### config.mk
export PLATFORM = sky130hd
export DESIGN_NAME = tdm_receive_multi
export DESIGN_NICKNAME = d
export VERILOG_FILES = /design/src/rtl/tdm_receive_multi.sv
export SDC_FILE = /design/constraint.sdc
export NUM_CORES = 1
export LEC_CHECK = 0
export BUFFER_PORTS_ARGS = -buffer_cell sky130_fd_sc_hd__clkbuf_2
export CORE_AREA = 5 5 176 178
export CTS_CLUSTER_DIAMETER = 100
export CTS_CLUSTER_SIZE = 24
export DETAILED_ROUTE_END_ITERATION = 10
export DIE_AREA = 0 0 181 183
export GPL_TIMING_DRIVEN = 0
export PLACE_DENSITY = 0.78
export SETUP_SLACK_MARGIN = 0.05
export SLEW_MARGIN = 10
export SYNTH_ARGS = -nofsm -noshare
export SYNTH_HDL_FRONTEND = slang
export SYNTH_SLANG_ARGS = --single-unit
### constraint.sdc
create_clock -name sck -period 3.13 [get_ports sck]
set_clock_uncertainty 0.2 [all_clocks]
set_input_delay 0.1565 -clock sck [delete_from_list [all_inputs] [get_ports sck]]
set_output_delay 0.1565 -clock sck [all_outputs]
set_load 0.05 [all_outputs]
### src/rtl/tdm_receive_multi.sv
// TDM deserialiser: captures SLOTS x BIT_WIDTH samples per frame and publishes them as one word with a valid pulse.
// Publishes on the posedge that samples the last sample bit of the last slot; no back-pressure, the word holds until the next publish.
module tdm_receive_multi #(
    parameter int BIT_WIDTH  = 24,
    parameter int SLOT_WIDTH = 32,
    parameter int SLOTS      = 8,
    parameter int WS_DELAY   = 1
) (
    input  logic                                          sck,
    input  logic                                          rst_n_in,
    input  logic                                          ws,
    input  logic                                          sd,
    output logic [SLOTS*BIT_WIDTH-1:0]                    audio_out,
    output logic                                          audio_valid_out,
    output logic [((SLOTS > 1) ? $clog2(SLOTS) : 1)-1:0]  slot_out,
    output logic                                          locked_out,
    output logic                                          frame_err_out
);
    localparam int SLW = (SLOTS > 1) ? $clog2(SLOTS) : 1;
    localparam int BCW = (SLOT_WIDTH > 1) ? $clog2(SLOT_WIDTH) : 1;
    localparam int AW  = SLOTS * BIT_WIDTH;
    localparam logic [BCW-1:0] BIT_LAST  = BCW'(SLOT_WIDTH - 1);
    localparam logic [BCW-1:0] SMP_LAST  = BCW'(BIT_WIDTH - 1);
    localparam logic [SLW-1:0] SLOT_LAST = SLW'(SLOTS - 1);

    typedef enum logic {IDLE, RUN} state_t;

    state_t         state_q, state_d;
    logic           ws_q;
    logic [BCW-1:0] bit_q, bit_d, eff_bit;
    logic [SLW-1:0] slot_q, slot_d, eff_slot;
    logic [AW-1:0]  work_q, work_d;
    logic           ws_rise, run, exp_cyc, unexp, missing, sync_ok, restart;
    logic           cap, clr_first, clr_after, publish, sync_err;

    always_comb begin
        ws_rise   = ws & ~ws_q;
        run       = (state_q == RUN);
        if (WS_DELAY != 0) begin
            exp_cyc = (bit_q == BIT_LAST) && (slot_q == SLOT_LAST);
        end else begin
            exp_cyc = (bit_q == '0) && (slot_q == '0);
        end
        unexp     = run && ws_rise && !exp_cyc;
        missing   = run && !ws_rise && exp_cyc;
        sync_ok   = run && ws_rise && exp_cyc;
        restart   = ws_rise && (!run || !exp_cyc);
        sync_err  = unexp || missing;
        eff_bit   = bit_q;
        eff_slot  = slot_q;
        // With zero-delay sync the rise cycle itself is pos 0 of the new frame.
        if (WS_DELAY != 0) begin
            cap       = run && !unexp;
            clr_first = 1'b0;
            clr_after = restart || sync_ok;
        end else begin
            cap       = restart || (run && !sync_err);
            clr_first = restart || sync_ok;
            clr_after = 1'b0;
            if (restart) begin
                eff_bit  = '0;
                eff_slot = '0;
            end
        end

        work_d = clr_first ? '0 : work_q;
        if (cap && (eff_bit <= SMP_LAST)) begin
            for (int k = 0; k < SLOTS; k++) begin
                if (eff_slot == SLW'(k)) begin
                    work_d[k*BIT_WIDTH +: BIT_WIDTH] =
                        (work_d[k*BIT_WIDTH +: BIT_WIDTH] << 1) | BIT_WIDTH'(sd);
                end
            end
        end
        publish = cap && (eff_bit == SMP_LAST) && (eff_slot == SLOT_LAST);

        bit_d  = '0;
        slot_d = '0;
        if (cap && !missing) begin
            if (eff_bit == BIT_LAST) begin
                slot_d = (eff_slot == SLOT_LAST) ? '0 : eff_slot + SLW'(1);
            end else begin
                bit_d  = eff_bit + BCW'(1);
                slot_d = eff_slot;
            end
        end

        state_d = state_q;
        if (!run && ws_rise) begin
            state_d = RUN;
        end else if (missing) begin
            state_d = IDLE;
        end
    end

    always_ff @(posedge sck or negedge rst_n_in) begin
        if (!rst_n_in) begin
            state_q         <= IDLE;
            ws_q            <= 1'b0;
            bit_q           <= '0;
            slot_q          <= '0;
            work_q          <= '0;
            audio_out       <= '0;
            audio_valid_out <= 1'b0;
            locked_out      <= 1'b0;
            frame_err_out   <= 1'b0;
        end else begin
            state_q         <= state_d;
            ws_q            <= ws;
            bit_q           <= bit_d;
            slot_q          <= slot_d;
            work_q          <= clr_after ? '0 : work_d;
            audio_valid_out <= publish;
            frame_err_out   <= sync_err;
            if (publish) begin
                audio_out <= work_d;
            end
            if (sync_err) begin
                locked_out <= 1'b0;
            end else if (publish) begin
                locked_out <= 1'b1;
            end
        end
    end

    assign slot_out = run ? slot_q : '0;

endmodule

# --- Word level (Yosys, flattened, before mapping) ---
# Index checks and enable logic that the tools add are counted.
word_totals:
  reg_bits: 397
  inputBits: 4
  elab_cells: 76
op_classes:
  n_addsub: 2
  magnitude_cmp: 1
  eq_ne: 10
  n_mux: 20
  bitwise_logic: 10
  n_reduce_logical: 24
ops:
  columns: ["operator", "n"]
  rows:
  - ["two-way mux 192 bit", 2]
  - ["two-way mux 24 bit", 8]
  - ["bitwise OR 24 x 1 -> 24 bit", 8]
  - ["logical AND 1 bit", 13]
  - ["equality test 3 bit, second input constant", 4]
  - ["two-way mux 3 bit", 4]
  - ["equality test 5 bit, second input constant", 2]
  - ["two-way mux 5 bit", 2]
  - ["equality test 3 x 2 -> 1 bit, second input constant", 2]
  - ["adder 5 x 1 -> 5 bit, second input constant", 1]
  - ["less-or-equal comparator 5 bit, second input constant", 1]
  - ["zero test 1 bit", 5]
  - ["two-way mux 1 bit", 4]
  - ["nonzero test 2 bit", 2]
  - ["adder 3 x 1 -> 3 bit, second input constant", 1]
  - ["equality test 3 x 1 -> 1 bit, second input constant", 1]
  - ["zero test 3 bit", 1]
  - ["logical OR 1 bit", 3]
  - ["!= test 2 bit, second input constant", 1]
  - ["AND 1 bit", 1]
  - ["NOT 1 bit", 1]

# --- Depth between registers and ports, before layout ---
# Gate-level depths: netlist (run 1).
logic_depth:
  word_depth: 10
  ltp_mapped: 12

# --- Worst setup path after synthesis (run 1) ---
# OpenSTA, ideal clock, no wires.
synth_path:
  path_kind: "flip-flop to flip-flop"
  start: "register bit_q[0]"
  end: "register audio_out[81]"
  arrival_ns: 2.245
  slack_ns: 0.603
  path_stages_with_launch: 11
  path_buffers: 3
  synth_period_minus_slack_ns: 2.527
  path_cell_list: "dfrtp_1 > ha_1 > and3_1 > ha_1 > buf_4 > and2_1 > buf_6 > o2111ai_2 > clkbuf_1 > o21ai_1 > a31oi_1"
synth_via:
  elab_chain_cells: 8
  elab_cells_between_ends: 12
  cone_classes: "1 x order compare; 2 x eq/ne; 1 x mux; 8 x reduce/logical"
synth_rtl:
  columns: ["element", "line", "source"]
  rows:
  - ["start: declaration", "30", "logic [BCW-1:0] bit_q, bit_d, eff_bit;"]
  - ["start signal: assignment", "110", "bit_q <= bit_d;"]
  - ["equality test 5 bit", "40", "exp_cyc = (bit_q == BIT_LAST) && (slot_q == SLOT_LAST);"]
  - ["logical AND 1 bit", "40", null]
  - ["zero test 1 bit", "44", "unexp = run && ws_rise && !exp_cyc;"]
  - ["logical AND 1 bit", "44", null]
  - ["zero test 1 bit", "53", "cap = run && !unexp;"]
  - ["logical AND 1 bit", "53", null]
  - ["logical AND 1 bit (on tied branches)", "67, 75", null]
  - ["two-way mux 192 bit or logical AND 1 bit (tied branches)", "67, 75", null]
  - ["end signal: assignment", "116", "audio_out <= work_d;"]
  - ["end: declaration", "13", "output logic [SLOTS*BIT_WIDTH-1:0] audio_out,"]
# Several ways; a longest one is shown, not always the timed one.
# A chain may end at the register's enable or synchronous reset.

# --- Worst setup path in the final report (run 1) ---
layout_path:
  start: "register bit_q[0]"
  end: "register audio_out[18]"
# The elaborated chain is that of the path after synthesis.

==> flow_summary.json, run 1 <==
{
  "numCtsBuffers": 20,
  "ioPinCount": 202,
  "ys_seq_area_frac": 0.5949,
  "synth_seq_cells": 396,
  "synth_most_common_cell": "dfrtp_1",
  "path_clk_slew_ns": 0.09,
  "synth_edf_count": 0,
  "wire_per_inst_um": 21.00,
  "ff2ff_path_depth": 10,
  "synth_area_per_cell_um2": 10.35,
  "worst_pin_slew_ns": 0.8533,
  "syn_area_mm2": 0.01666,
  "synth_common_cells": "396 x dfrtp_1, 198 x nor2_1, 191 x a21oi_1",
  "fmax_mhz": 342.4,
  "end_kind": "flop",
  "yosysUniqueCellTypes": 39,
  "finalWirelength_um": 46860,
  "ant_nets": 0,
  "netlist_instances": 1610,
  "grt_pass1_vias": 14139,
  "synth_warnings": 0,
  "power_density_mw_per_mm2": 487.1,
  "hp-class": "in2async",
  "antenna_cells": 0,
  "yosys-top-cells-area": "dfrtp_1 59%, a31oi_1 7.0%, o31ai_1 6.5%",
  "r2r_setup_slack_ns": 0.21,
  "finalHoldViolations": 0,
  "grt_max_degree": 104,
  "start_kind": "flop",
  "vias_per_cell": 6.560,
  "cts_buffer_depth": 3,
  "slew_headroom": 0.4311,
  "cp.required_ns": 3.37,
  "nNetsFinal": 1853,
  "hpwl_um": 32050,
  "cts_tree": "built",
  "core_mm2": 0.02924,
  "dieArea_mm2": 0.03312,
  "timing.final.crit_share": 0.9331,
  "grtUsageTotal": 0.2744,
  "utilization": 0.6472,
  "drc": 0,
  "ir_drop_mv": 0.4277,
  "yosys.area.top_type": "dfrtp_1",
  "vias": 14635,
  "htree_levels": 1,
  "cap_violations": 0,
  "grt_pass1_wl_um": 75280,
  "synth_top_area_frac": 0.5949,
  "dr.pass1.iters": 6,
  "drive_gt1_frac": 0.1885,
  "die_x_um": 181,
  "worst_r2r_endpoint": "audio_out[18]",
  "crit_fanout": 10,
  "finalPower_mw": 9.220,
  "clock-sinks": 396,
  "num_rows": 63,
  "rsz0062_at_grt": "false",
  "fin_area_mm2": 0.01893,
  "r2r-start": "bit_q[0]",
  "ys.flop_type": "dfrtp_1",
  "arrival_ns": 3.16,
  "start_util": 0.5696,
  "period_needed_ns": 2.921,
  "grt_remaining_overflow": 0,
  "routabilityCongestion": 0.9011,
  "clock-root-buffer": "clkbuf_16",
  "die_h_um": 183,
  "p_leak_nw": 8.522,
  "postPlaceCellArea_mm2": 0.01827,
  "antenna_found_initial": 0,
  "portBuffers": 200,
  "outcome": "complete, no violations",
  "area_growth_pct": 13.63,
  "clock_latency_ns": 0.53,
  "setup_viol_count_final": 0,
  "syn_nets": 1622,
  "drt_iter0_markers": 1678,
  "drv_slew": 0,
  "critPathKind": "reg2reg",
  "synthArstFlopShare": 1.000
}
## how the worst max path moves through the flow
stage / end / from / slack [ns] / cells past startpoint
after floorplan: audio_out[81] / bit_q[0] / 0.60 / 10
after global placement: work_q[131] / rst_n_in / -6.97 / 1
after detailed placement: audio_out[128] / bit_q[0] / 0.05 / 10
after CTS: audio_out[128] / bit_q[0] / 0.005 / 10
after global routing: audio_out[81] / bit_q[0] / 0.09 / 12
final: audio_out[18] / bit_q[0] / 0.21 / 10
## timing repair
item	in CTS	in global routing
pin swaps	0	2
setup buffers	0	2
endpoints found under the hold margin	305	0
gates resized for setup	0	24
cloned	0	0
setup endpoints to repair	29	319
hold buffers	3	0
## per-layer routing
metal,GRT usage,vias to the layer above,part of all wire
li1,-,6510,-
met1,0.3922,7266,0.42
met2,0.4288,753,0.46
met3,0.04879,106,0.086
met4,0.1012,0,0.039
met5,0,-,0
## power by group
group | internal, mW | total (mW) | switching [mW]
clock | 1.21 | 2.82 | 1.61
combinational | 0.220 | 1.02 | 0.798
sequential | 5.26 | 5.38 | 0.117
total | 6.69 | 9.22 | 2.53
## cells by family after synthesis
family | Yosys count | share of synthesized area
AOI/OAI and AO/OA | 583 | 0.2155
and+or+nand+nor | 431 | 0.1269
DFF | 396 | 0.5949
buffers and inverters | 188 | 0.05438
adders and majority gates | 8 | 0.006009
xor gates and xnor gates | 2 | 0.001052
muxes | 2 | 0.001202
## worst max-delay path: stages (launching register included)
cell and delay (ns):
dfrtp_1 0.42, ha_2 0.24, and3_1 0.19, ha_1 0.17
buf_4 0.18, and2_1 0.18, buf_6 0.14, o2111ai_4 0.43
clkbuf_4 0.34, o31ai_1 0.11, a31oi_1 0.25
## through the flow
step                      hold WS (ns)  setup TNS, ns  cells  worst slack [ns]
final                          0.01119              0   2231            0.2093
after global routing           0.04646              0   2231           0.09450
after CTS                      0.01980              0   2229          0.005315
after detailed placement      -0.07518              0   2204           0.04722
after global placement          0.1047       -2749.05   2200            -6.975
after floorplan                -0.3391              0   1610            0.6032
## registers in the layout (all words and copies together) (netlist names)
name	cells
locked_out	1
audio_out	192
work_q	191
bit_q	5
ws_q	1
run	1
eff_slot	3
frame_err_out	1
audio_valid_out	1
## cell type report
class	instances	area, um^2
plain buffers	181	904.6
clock buffers	21	525.5
clock inverters	1	16.27
fillers	2352	10320
inverters	7	26.28
multi-input cells	1026	5869
flip-flops and latches	396	9910
well taps	390	488.0
repair buffers	209	1187
## layout by cell type, fill, tap and decap left out, types with 2 or more instances in the layout
master	Yosys	layout
and2_1	6	6
ha_1	8	7
inv_1	6	6
o31ai_1	144	143
o2111ai_2	3	2
mux2i_1	2	2
o21ai_0	32	32
buf_4	25	27
clkbuf_1	72	66
dfrtp_1	396	396
a21oi_1	191	191
buf_16	0	4
or3b_2	2	2
o211ai_1	5	5
nor3b_1	2	2
a31oi_1	186	186
nand4_1	149	149
nor2_1	198	198
clkbuf_4	0	6
o21ai_1	15	15
dlygate4sd3_1	0	2
buf_12	0	2
nand3_1	47	47
clkbuf_2	0	205
o2111a_1	3	3
nand2_1	19	19
clkbuf_16	0	21
buf_1	9	9
buf_2	73	66
buf_6	2	2
Note: power is estimated with default switching activity, not from simulation.
==> inputs of run 2 (changes only) <==
PLACE_DENSITY = 0.79   (was 0.78)
==> run 2 against run 1 <==
Critical path type unchanged. Clock power barely moved. Final cell count barely moved. Combinational power barely moved. Routed wire length fell by 0.18%. Sequential power barely moved.
==> flow_summary.json, run 2 (synthesis gave the netlist of run 1 again) <==
{
  "outcome": "complete, no violations",
  "crit_fanout": 10,
  "fmax_mhz": 337.0,
  "drv_slew": 0,
  "finalSetupTns_ns": 0,
  "core_mm2": 0.02924,
  "fin_area_mm2": 0.01891,
  "hpwl_um": 32170,
  "dr.pass1.iters": 7,
  "power_density_mw_per_mm2": 487.8,
  "die_h_um": 183,
  "htree_levels": 1,
  "grt_max_degree": 103,
  "regMostFlops": "audio_out",
  "final_cell_mix": "396 x dfrtp_1, 203 x clkbuf_2, 198 x nor2_1",
  "antenna_found_initial": 0,
  "ir_drop_mv": 0.4407,
  "hp-class": "in2async",
  "setup_viol_count_final": 0,
  "critPathKind": "reg2reg",
  "clock_latency_ns": 0.53,
  "clock-sinks": 396,
  "ff2ff_path_depth": 10,
  "layout_commonest_cell": "dfrtp_1",
  "nNetsFinal": 1851,
  "num_rows": 63,
  "crit_chain": "ha_1 -> and3_1 -> ha_1 -> buf_4 -> and2_1 -> buf_6 -> o2111ai_2 -> clkbuf_1 -> o21ai_1 -> a31oi_1",
  "vias": 14589,
  "start_kind": "flop",
  "routabilityCongestion": 0.8867,
  "crit_top_cell": "ha_1",
  "cap_violations": 0,
  "regArea_mm2": 0.009910,
  "dieArea_mm2": 0.03312,
  "critical_path.top_delay_family": "buffers and inverters",
  "finalHoldViolations": 0,
  "portBuffers": 200,
  "cts_tree": "built",
  "slew_headroom": 0.3953,
  "cts_buffer_depth": 3,
  "wire_per_inst_um": 20.98,
  "start_util": 0.5696,
  "cp.buffers_inverters": 3,
  "end_kind": "flop",
  "max_stage_delay_ns": 0.42,
  "arrival_ns": 3.22,
  "multiInputGateArea_mm2": 0.005867,
  "antenna_cells": 0,
  "ioPinCount": 202,
  "grt_remaining_overflow": 0,
  "worst_pin_slew_ns": 0.9071,
  "finalWirelength_um": 46770,
  "ant_nets": 0,
  "numCtsBuffers": 20,
  "die_x_um": 181,
  "area_growth_pct": 13.55,
  "post_cts_buffers": 0,
  "fillers": 2410,
  "timing.final.crit_share": 0.9480,
  "p_leak_nw": 8.509,
  "postPlaceCellArea_mm2": 0.01827,
  "largest_register_ff_count": 192,
  "drive_gt1_frac": 0.1860,
  "grtUsageTotal": 0.2728,
  "period_needed_ns": 2.967,
  "cp.required_ns": 3.38,
  "cp_slowest_cell": "dfrtp_1",
  "rsz0062_at_grt": "true",
  "cp_num_cells": 10,
  "path_clk_slew_ns": 0.10,
  "drt_iter0_markers": 1530,
  "grt_pass1_wl_um": 75190,
  "grt_pass1_vias": 14191,
  "drc": 0,
  "top_regs": "audio_out: 192 flops, work_q: 191 flops, bit_q: 5 flops",
  "clock-root-buffer": "clkbuf_16",
  "vias_per_cell": 6.545
}
run 2: changes by cell type in the layout (fill, tap and decap cells not counted):
cell,delta
clkbuf_2,-2
clkbuf_4,+2
ha_1,+1
buf_12,-2
ha_2,-1
buf_16,+1
clkbuf_1,+2
buf_4,+2
buf_2,-5
run 2: path summary, 6_finish.rpt:
kind                        startpoint             end  slack (ns)
max in group asynchronous     rst_n_in     work_q[155]        1.79
min in group sck                    sd      work_q[72]        0.10
setup reg to reg              bit_q[0]   audio_out[91]        0.16
hold reg to reg            work_q[190]  audio_out[191]        0.28
setup / recovery              bit_q[0]   audio_out[91]        0.16
hold / removal                rst_n_in      work_q[12]        0.06
run 2: what timing repair did:
action                                  in CTS  in global routing
hold buffers                                 3                  0
gates resized for setup                      1                 26
endpoints found under the hold margin      321                  0
endpoints found under the setup margin      10                223
run 2: tightest hold or removal path: stages:
cell           delay (ns)
dlygate4sd3_1        0.54
clkbuf_8             0.21
buf_16               0.27
run 2: area by class of cell:
| cell class | instances | share of cell area |
|---|---|---|
| Inverter | 7 | 0.001389 |
| Sequential cell | 396 | 0.5239 |
| Buffer | 181 | 0.04836 |
| Clock buffer | 21 | 0.02778 |
| Clock inverter | 1 | 0.0008600 |
| Multi-Input combinational cell | 1026 | 0.3102 |
| Timing Repair Buffer | 207 | 0.06172 |
| Tap cell | 390 | 0.02580 |
run 2: report_power, final:
group | leakage [nW] | switching [mW] | internal [mW]
logic | 2.93 | 0.797 | 0.221
clock network | 0.266 | 1.62 | 1.21
registers | 5.31 | 0.114 | 5.26
run 2: through the flow:
stage               instances  hold WS [ns]  worst slack (ns)    util  power, mW
finish                   2229       0.06156            0.1626  0.6468      9.227
floorplan                1610       -0.3391            0.6032       -      6.122
global route             2229        0.1104          -0.04765  0.6468      9.532
CTS                      2229       0.05809           0.06633  0.6451      9.256
global placement         2200        0.1057            -6.964  0.6205      6.460
detailed placement       2204      -0.03474           0.08402  0.6246      6.490
run 2: metal layers:
metal | up-vias | share of wire | global-route usage
met5 | - | 0 | 0
met1 | 7266 | 0.42 | 0.3888
met4 | 0 | 0.033 | 0.08796
li1 | 6503 | - | -
met2 | 722 | 0.46 | 0.4356
met3 | 98 | 0.080 | 0.04641
==> inputs of run 3 (changes only) <==
--- a/config.mk
+++ b/config.mk
@@ -8,3 +8,3 @@
 export BUFFER_PORTS_ARGS = -buffer_cell sky130_fd_sc_hd__clkbuf_2
-export CORE_AREA = 5 5 176 178
+export CORE_AREA = 2 2 173 175
 export CTS_CLUSTER_DIAMETER = 100
@@ -12,3 +12,3 @@
 export DETAILED_ROUTE_END_ITERATION = 10
-export DIE_AREA = 0 0 181 183
+export DIE_AREA = 0 0 175 177
 export GPL_TIMING_DRIVEN = 0
==> constraint.sdc (replaced) <==
create_clock -name sck -period 3.13 [get_ports sck]
set_clock_uncertainty 0.2 [all_clocks]
set_input_delay 0.4695 -clock sck [delete_from_list [all_inputs] [get_ports sck]]
set_output_delay 0.4695 -clock sck [all_outputs]
set_load 0.05 [all_outputs]
==> run 3 against run 2 <==
Combinational power barely moved. Routed wire length fell by 2.8%. Register-to-register slack improved by 0.02 ns. Critical endpoint is now audio_out[138]. Critical path type unchanged. Sequential power barely moved. Via count fell by 0.62%. Fmax rose by 0.82%. Setup slack improved by 0.024 ns. Sequential cell count did not move. Clock power barely moved. Clock-buffer cell count did not move.
==> flow_summary.json, run 3 (synthesis gave the netlist of run 1 again) <==
{
  "final_cell_mix": "396 x dfrtp_1, 204 x clkbuf_2, 198 x nor2_1",
  "p_seq_frac": 0.584,
  "slew_headroom": 0.3481,
  "crit_top_cell": "buf_2",
  "top_regs": "audio_out: 192 flops, work_q: 191 flops, bit_q: 5 flops",
  "routabilityCongestion": 0.8503,
  "timing.final.crit_share": 0.9403,
  "grtUsageTotal": 0.2896,
  "start_kind": "flop",
  "antenna_found_initial": 0,
  "cp_slowest_cell": "dfrtp_1",
  "hpwl_um": 31320,
  "max_stage_delay_ns": 0.41,
  "outcome": "complete, no violations",
  "path_clk_slew_ns": 0.09,
  "worst_pin_slew_ns": 0.9779,
  "rsz0062_at_grt": "true",
  "p_leak_nw": 8.503,
  "grt_pass1_vias": 13888,
  "period_needed_ns": 2.943,
  "dr.pass1.iters": 5,
  "layout_commonest_cell": "dfrtp_1",
  "grt_max_degree": 106,
  "antenna_cells": 0,
  "ioPinCount": 202,
  "num_rows": 63,
  "arrival_ns": 3.15,
  "clock-root-buffer": "clkbuf_16",
  "vias_per_cell": 6.508,
  "grt_remaining_overflow": 0,
  "end_kind": "flop",
  "regMostFlops": "audio_out",
  "hp-class": "in2async",
  "finalHoldViolations": 0,
  "combPwrFrac": 0.109,
  "start_util": 0.5696,
  "wire_per_inst_um": 20.41,
  "drv_slew": 0,
  "die_x_um": 175,
  "dieArea_mm2": 0.03098,
  "fin_ws_ns": 0.1867,
  "critPathKind": "reg2reg",
  "crit_fanout": 10,
  "nNetsFinal": 1850,
  "utilization": 0.6451,
  "switchingPower_mw": 2.519,
  "core_mm2": 0.02924,
  "power_density_mw_per_mm2": 488.1,
  "post_cts_buffers": 0,
  "drive_gt1_frac": 0.1861,
  "swShare": 0.2735,
  "finalWirelength_um": 45470,
  "largest_register_ff_count": 192,
  "vias": 14499,
  "r2r_setup_slack_ns": 0.19,
  "area_growth_pct": 13.26,
  "cts_buffer_depth": 3,
  "p_int_mw": 6.690,
  "die_h_um": 177,
  "ant_nets": 0,
  "drc": 0,
  "ir_drop_mv": 0.4144,
  "setup_viol_count_final": 0,
  "htree_levels": 1,
  "grt_pass1_wl_um": 72660,
  "drt_iter0_markers": 1634,
  "cts_tree": "built",
  "cap_violations": 0,
  "cp.required_ns": 3.33,
  "clock-sinks": 396,
  "numCtsBuffers": 20,
  "p_clk_frac": 0.307,
  "post-place-ws_ns": 0.1060,
  "crit_chain": "ha_2 -> and3_1 -> ha_1 -> buf_4 -> nor3b_1 -> or3_1 -> buf_2 -> inv_2 -> buf_2 -> buf_2 -> a31oi_1",
  "clock_latency_ns": 0.54,
  "fmax_mhz": 339.8,
  "portBuffers": 200
}
[run 3: per-stage QoR]
stage          total power [mW]  hold slack [ns]  std cells  setup TNS [ns]  instance area [um^2]
6_report                  9.208           0.2698       2228               0                 18870
2_1_floorplan             6.122         -0.02609       1610               0                 16660
4_1_cts                   9.252           0.2934       2228               0                 18850
5_1_grt                   9.523           0.3249       2228               0                 18870
3_3_place_gp              6.455           0.2555       2200        -2874.19                 18150
3_5_place_dp              6.483           0.2607       2204               0                 18270
[run 3: metal layers]
metal / routed length [um] / GRT usage / up-vias
met5: 0 / 0 / -
met4: 1558 / 0.09583 / 0
met3: 3498 / 0.04038 / 100
met2: 21100 / 0.4549 / 667
met1: 19310 / 0.4206 / 7228
li1: - / - / 6504
[run 3: power by group through the flow]
stage / Combinational [mW] / Clock, mW / Sequential, mW
after detailed placement: 1.01 / 0 / 5.47
after floorplan: 0.236 / 0 / 5.89
final: 1.01 / 2.83 / 5.38
after global placement: 0.983 / 0 / 5.47
after global routing: 1.08 / 3.05 / 5.39
after CTS: 1.02 / 2.86 / 5.37
[run 3: final cells by class]
type / instances / area [um^2]
fillers: 2379 / 10380
flip-flops and latches: 396 / 9910
multi-input cells: 1026 / 5864
repair buffers: 206 / 1140
plain buffers: 181 / 895.9
clock buffers: 21 / 525.5
well taps: 390 / 488.0
inverters: 7 / 26.28
clock inverters: 1 / 16.27
[run 3: path summary, 6_finish.rpt]
| check | start | to | cells after the start |
|---|---|---|---|
| worst max register to register | bit_q[0] | audio_out[138] | 11 |
| max in group asynchronous | rst_n_in | audio_out[101] | 4 |
| worst min register to register | work_q[190] | audio_out[191] | 2 |
| worst max-delay path | bit_q[0] | audio_out[138] | 11 |
| min in group sck | work_q[190] | audio_out[191] | 2 |
| worst min-delay path | rst_n_in | audio_out[10] | 2 |
[run 3: repair_timing]
action,CTS,global route
resized for setup,2,16
pin swaps,0,0
endpoints found under the setup margin,5,222
hold endpoints to repair,62,0
hold buffers,2,0
[run 3: worst max-delay path, delay by kind of cell, from the launching register on]
family | cells | cell delay (ns)
buffers and inverters | 5 | 1.10
flip-flops | 1 | 0.41
AO/OA/AOI/OAI | 1 | 0.13
AND/OR/NAND/NOR | 3 | 0.54
adder cells (fa/ha/maj) | 2 | 0.41
